## config.mk

```make
export PLATFORM = sky130hd
export DESIGN_NAME = decrementer_serial_unit
export DESIGN_NICKNAME = d
export VERILOG_FILES = /design/src/rtl/decrementer_serial_unit.sv
export SDC_FILE = /design/constraint.sdc
export NUM_CORES = 1
export LEC_CHECK = 0
export BUFFER_PORTS_ARGS = -buffer_cell sky130_fd_sc_hd__buf_4
export CAP_MARGIN = 20
export CORE_UTILIZATION = 26
export CTS_CLUSTER_DIAMETER = 100
export DETAILED_ROUTE_END_ITERATION = 7
export PLACE_DENSITY = 0.49
export SYNTH_ARGS = -nofsm -noshare
export SYNTH_HDL_FRONTEND = slang
export SYNTH_SLANG_ARGS = --single-unit
```

## constraint.sdc

```tcl
create_clock -name Clk -period 1.4 [get_ports Clk]
set_input_delay 0 -clock Clk [delete_from_list [all_inputs] [get_ports Clk]]
set_output_delay 0 -clock Clk [all_outputs]
set_load 0.05 [all_outputs]
```

## src/rtl/decrementer_serial_unit.sv

```systemverilog
// Bit-serial 4-bit decrementer: captures A or B on Start and ripples a borrow LSB first.
// Optional DEC_SATURATE_EN macro: an operand of zero yields Out=0 instead of wrapping to F.
module decrementer_serial_unit (
  input  logic       Clk,
  input  logic       Rst_n,
  input  logic       Start,
  input  logic       Sel,
  input  logic [3:0] A,
  input  logic [3:0] B,
  output logic       Ready,
  output logic       Busy,
  output logic       Done,
  output logic [3:0] Out,
  output logic       Borrow_Out
);

  typedef enum logic [1:0] {
    IDLE  = 2'd0,
    SHIFT = 2'd1,
    DONE  = 2'd2
  } state_t;

  state_t     state_reg;
  logic [3:0] op_reg;
  logic [3:0] res_reg;
  logic [3:0] out_reg;
  logic [1:0] bit_cnt_reg;
  logic       borrow_reg;
  logic       borrow_out_reg;
  logic       ready_reg;
  logic       busy_reg;
  logic       done_reg;

  logic [3:0] res_next;
  logic       borrow_next;
  logic [3:0] final_out;

  assign borrow_next = ~op_reg[bit_cnt_reg] & borrow_reg;

  // Only the bit selected by the counter changes; the rest of the partial result is kept.
  generate
    for (genvar gi = 0; gi < 4; gi++) begin : g_res_bit
      assign res_next[gi] = (bit_cnt_reg == 2'(gi)) ? (op_reg[gi] ^ borrow_reg) : res_reg[gi];
    end
  endgenerate

  // A borrow surviving the last bit means the operand was zero.
`ifdef DEC_SATURATE_EN
  assign final_out = borrow_next ? 4'h0 : res_next;
`else
  assign final_out = res_next;
`endif

  always_ff @(posedge Clk) begin
    if (!Rst_n) begin
      state_reg      <= IDLE;
      op_reg         <= 4'h0;
      res_reg        <= 4'h0;
      out_reg        <= 4'h0;
      bit_cnt_reg    <= 2'd0;
      borrow_reg     <= 1'b0;
      borrow_out_reg <= 1'b0;
      ready_reg      <= 1'b1;
      busy_reg       <= 1'b0;
      done_reg       <= 1'b0;
    end else begin
      case (state_reg)
        IDLE: begin
          if (Start) begin
            op_reg      <= Sel ? B : A;
            borrow_reg  <= 1'b1;
            bit_cnt_reg <= 2'd0;
            state_reg   <= SHIFT;
            ready_reg   <= 1'b0;
            busy_reg    <= 1'b1;
          end
        end
        SHIFT: begin
          res_reg     <= res_next;
          borrow_reg  <= borrow_next;
          bit_cnt_reg <= bit_cnt_reg + 2'd1;
          if (bit_cnt_reg == 2'd3) begin
            // Output registers load on the same edge that finishes bit 3.
            out_reg        <= final_out;
            borrow_out_reg <= borrow_next;
            state_reg      <= DONE;
            busy_reg       <= 1'b0;
            done_reg       <= 1'b1;
          end
        end
        DONE: begin
          state_reg <= IDLE;
          done_reg  <= 1'b0;
          ready_reg <= 1'b1;
        end
        default: begin
          state_reg <= IDLE;
          ready_reg <= 1'b1;
          busy_reg  <= 1'b0;
          done_reg  <= 1'b0;
        end
      endcase
    end
  end

  assign Ready      = ready_reg;
  assign Busy       = busy_reg;
  assign Done       = done_reg;
  assign Out        = out_reg;
  assign Borrow_Out = borrow_out_reg;

endmodule

```

Word level (Yosys, flattened, before mapping)
Index checks and enable logic that the tools add are counted.

storage, ports and cells
  register bits = 21
  input port bits = 12
  logic and storage cells = 58

cells by class
  add/sub/neg operators = 1
  magnitude comparators = 1
  eq/ne operators = 7
  mux-type cells = 20
  bitwise gates (word level) = 9
  reduce and logical (&&, ||, !) cells = 10

operators by type and width
  operator               count
  $reduce_and A2 Y1      6
  $mux W1                9
  $pmux W2 S2            2
  $eq A2 B2 Y1 const B   3
  $mux W2                3
  $pmux W1 S2            3
  $eq A2 B1 Y1 const B   2
  $logic_not A2 Y1       2
  $mux W4                1
  $ne A2 B2 Y1 const B   2
  $not A1 Y1             4
  $xor A1 B1 Y1          4
  $lt A2 B3 Y1 const B   1
  $pmux W1 S3            1
  $reduce_and A3 Y1      1
  $add A2 B1 Y2 const B  1
  $bmux W1 S2            1
  $reduce_bool A2 Y1     1
  $and A1 B1 Y1          1

Longest topological paths before layout
  depth after elaboration = 5
  depth in mapped cells = 5
  mapped depth without buffers = 4

Worst setup path after synthesis
OpenSTA, ideal clock, no wires.

  kind = reg2reg
  from = register bit_cnt_reg[0]
  to = register out_reg[0], in the netlist Out[0]
  setup time = 0.088 ns
  arrival time = 1.234 ns
  slack = 0.078 ns
  cell stages (with the launch flop) = 6
  path buffers = 1
  clock period less this slack = 1.322 ns
  cells stage by stage = dfxtp_1 ha_1 and3b_1 buf_4 nand2_2 o32ai_2

on the way
  cells in the longest elaborated chain, start to end = 2
  elaborated cells on any way between the ends = 4
  classes of those cells = 1 x eq/ne; 1 x mux; 2 x reduce/logical

RTL lines
  what                                                                  line    text
  start, declared                                                       27      logic [1:0] bit_cnt_reg;
  start signal, assigned                                                81      bit_cnt_reg <= bit_cnt_reg + 2'd1;
  $eq A2 B2 Y1 / $logic_not A2 Y1 (equally long branches)               82, 43
  $reduce_and A2 Y1 (no source line) / $mux W1 (equally long branches)  --
  end signal, assigned                                                  84      out_reg <= final_out;
  end, declared                                                         26      logic [3:0] out_reg;

Parallel ways exist; a longest one is shown, timed or not.
A chain may end at the register's enable or synchronous reset.

Worst setup path after layout
  from = register state_reg[1]
  to = register bit_cnt_reg[1]

on the way
  cells in the longest elaborated chain, start to end = 3
  elaborated cells on any way between the ends = 6
  classes of those cells = 2 x eq/ne; 1 x mux; 3 x reduce/logical

RTL lines
  what                                                                        line  text
  start, declared                                                             23    state_t state_reg;
  start signal, assigned                                                      56    state_reg <= IDLE;
  start signal, assigned                                                      73    state_reg <= SHIFT;
  start signal, assigned                                                      86    state_reg <= DONE;
  $eq A2 B1 Y1 / $logic_not A2 Y1 (equally long branches)                     67    case (state_reg)
  $reduce_bool A2 Y1 (no source line) / $ne A2 B2 Y1 (equally long branches)  --
  $reduce_and A2 Y1 (no source line)                                          --

Parallel ways exist; a longest one is shown, timed or not.

==> summary.txt <==
Power and ir drop
  • Peak supply drop: 0.000508 V
  • Power density over cell area: 931 nW/um^2
  • LEAKAGE: 0.477 nW

Worst hold path
  • Worst Hold End: Ready
  • Hold Startpoint: Start
  • HP Class: primary input to register
  • Hold path cells: 3

STA
  • Tmin final: 1270 ps
  • Fin. max-slew vios: 0
  • Final Hold Fails: 0
  • Worst clock skew: 2.44 ps
  • Final period util: 90.7%
  • Slew margin rel.: 74.2%
  • RSZ-0062 raised after global routing: false
  • Fmax: 787 MHz
  • Worst hold slack: 10.3 ps
  • TNS Setup: 0 ps
  • Count of final setup violators: 0
  • Worst Tran Pin Value: 386 ps

Synth
  • Top cells by count, synth: 20 x dfxtp_1, 12 x nor2_1, 7 x a21oi_1
  • Sequential share of the synthesized area: 42.4%
  • Post-synthesis cell type with the largest combined area: dfxtp_1
  • Mapped Cells: 99
  • Ys Warns: 0
  • Count leader, synth: dfxtp_1
  • Asr flop ratio synth: 0%
  • Cell area after synthesis: 943 um^2
  • Number of enable flip-flop cells after synthesis: 0
  • Synth cell types: 33
  • Number of synthesized register bits: 20
  • Top cells by area, synth: dfxtp_1 42%, ha_1 5.3%, o32ai_2 5.2%
  • Synthesized area per cell: 9.53 um^2
  • Synth Net Count: 115
  • Post-synth top area share: 42.4%
  • Most common flop cell mapped by yosys: dfxtp_1

Worst setup path
  • Crit path buf inv count: 1
  • Crit path cell chain: nor2b_1, buf_4, or3_1, a21oi_1
  • Max FO, Critical Path: 10
  • FF-to-FF path depth: 4
  • R2R Path End: bit_cnt_reg[1]
  • Critical Path End Type: register
  • Worst path slowest cell: dfxtp_1
  • Worst path max stage delay: 500 ps
  • Worst R2R Start: state_reg[1]
  • Delay-heaviest family, CP: flip-flops
  • Crit path required time: 1630 ps
  • WP data arrival: 1500 ps
  • Worst Setup Path Type: register to register
  • CP Launch Type: register
  • Reg2reg setup slack: 130 ps

Place
  • Post-DP Area: 1140 um^2
  • IO buf count: 19
  • DP HPWL: 1520 um
  • Gp weighted congestion: 0.798

Clock tree
  • Clock sink count: 20
  • H-tree depth: 1
  • CTS tree: built
  • Num CTS Buffers: 3
  • Clock slew at reported path FFs: 100 ps
  • CTS max path bufs: 2
  • Worst skew pair latency: 300 ps
  • Clock Tree Root: clkbuf_4

Detailed routing
  • Starting DRT DRC Count: 37
  • DRC: 0
  • WL final: 1990 um
  • Vias: 741
  • Detailed Routing Iterations Pass 1: 4
  • Post-DR wirelength/cell: 12.0 um
  • Via density: 4.49
  • ANT nets after route: 0

Flow run
  • Max-Cap Viols: 0

Final layout
  • Layout area overhead: 24.5%
  • Diode count: 0
  • NumNets Final: 137
  • Layout cells sized above 1: 30.3%
  • Fillers: 369
  • Final instance area: 1170 um^2

Floorplanning
  • Die area: 3870 um^2
  • Chip Height: 62.2 um
  • Initial cell density of the core: 27.6%
  • # IOs: 20
  • FP Rows: 21
  • Die W: 62.2 um
  • Core area: 3420 um^2

GRT
  • Pin count of the biggest net entering global routing: 12
  • Initial antenna violation count: 0
  • GRT Util Overall: 11.9%
  • First-pass GRT wire length: 3610 um
  • Grt ovf: 0
  • Via count of the first global-routing pass: 783

Run status
  • Status: complete, no violations
[cell families after synthesis]
logic type | Yosys count | share of synthesized area, %
and+or+nand+nor | 31 | 16.8
AOI/OAI and AO/OA | 24 | 19.6
DFF | 20 | 42.4
buffers and inverters | 11 | 5.44
muxes | 5 | 6.63
xor gates and xnor gates | 4 | 3.71
adders and majority gates | 4 | 5.31
[worst register-to-register path, stage by stage, from the launching register on]
cell and delay, ps:
dfxtp_1 500, nor2b_1 80, buf_4 180, or3_1 310
a21oi_1 130
[layout make-up]
cell class | count | area [um^2] | share of cell area [%]
multi-input combinational | 68 | 494 | 42.1
timing repair buffer | 24 | 183 | 15.5
clock buffer | 3 | 22.5 | 1.92
inverter | 4 | 15.0 | 1.28
tap | 46 | 57.6 | 4.90
sequential | 20 | 403 | 34.3
[report_power, final]
part           switching (mW)  internal, mW  total, mW  leakage [nW]
Combinational           0.104        0.0951      0.199         0.298
Clock                   0.166         0.100      0.266        0.0138
Sequential             0.0299         0.598      0.628         0.165
[per-layer routing]
layer / wire length [um] / vias up / global-route usage [%]
li1: - / 385 / -
met1: 958 / 329 / 15.2
met5: 0 / - / 0
met2: 914 / 27 / 19.5
met4: 0 / 0 / 2.62
met3: 113 / 0 / 3.86
[through the flow]
step                utilization, %  setup slack, ps  std cells  total power, mW
global route                  34.4             14.7        165             1.17
global placement              33.3              125        161            0.833
detailed placement            33.3             67.9        161            0.839
finish                        34.4              130        165             1.09
CTS                           34.2             38.7        165             1.11
floorplan                        -             78.0         99            0.772
[cells in the final DEF, fill, tap and decap left out, types with 2 or more instances in the layout]
cell type and count:
a211oi_1 4, a21oi_1 7, a311oi_1 3, and2_1 3, buf_4 23, clkbuf_4 3
dfxtp_1 18, dfxtp_2 2, ha_1 3, inv_1 3, mux2i_1 4, nand2_1 5
nand2b_1 3, nor2_1 12, o21a_1 2, o21ai_0 2, o32ai_2 3, xnor2_1 3
[worst max path at each step]
stage                              start              to  slack (ps)  cells after the start
after floorplan           bit_cnt_reg[0]          Out[0]          80                      5
after global placement    bit_cnt_reg[0]      Borrow_Out         120                      5
after detailed placement  bit_cnt_reg[0]      Borrow_Out          70                      5
after CTS                 bit_cnt_reg[0]      Borrow_Out          40                      5
after global routing      bit_cnt_reg[0]      Borrow_Out          10                      5
final                       state_reg[1]  bit_cnt_reg[1]         130                      4
[repair_timing]
action	in CTS	in global routing
hold buffers	1	0
hold endpoints to repair	1	0
setup endpoints to repair	0	4
gates resized for setup	0	3
buffers inserted	0	0
Power figures use the tool's default switching activity.
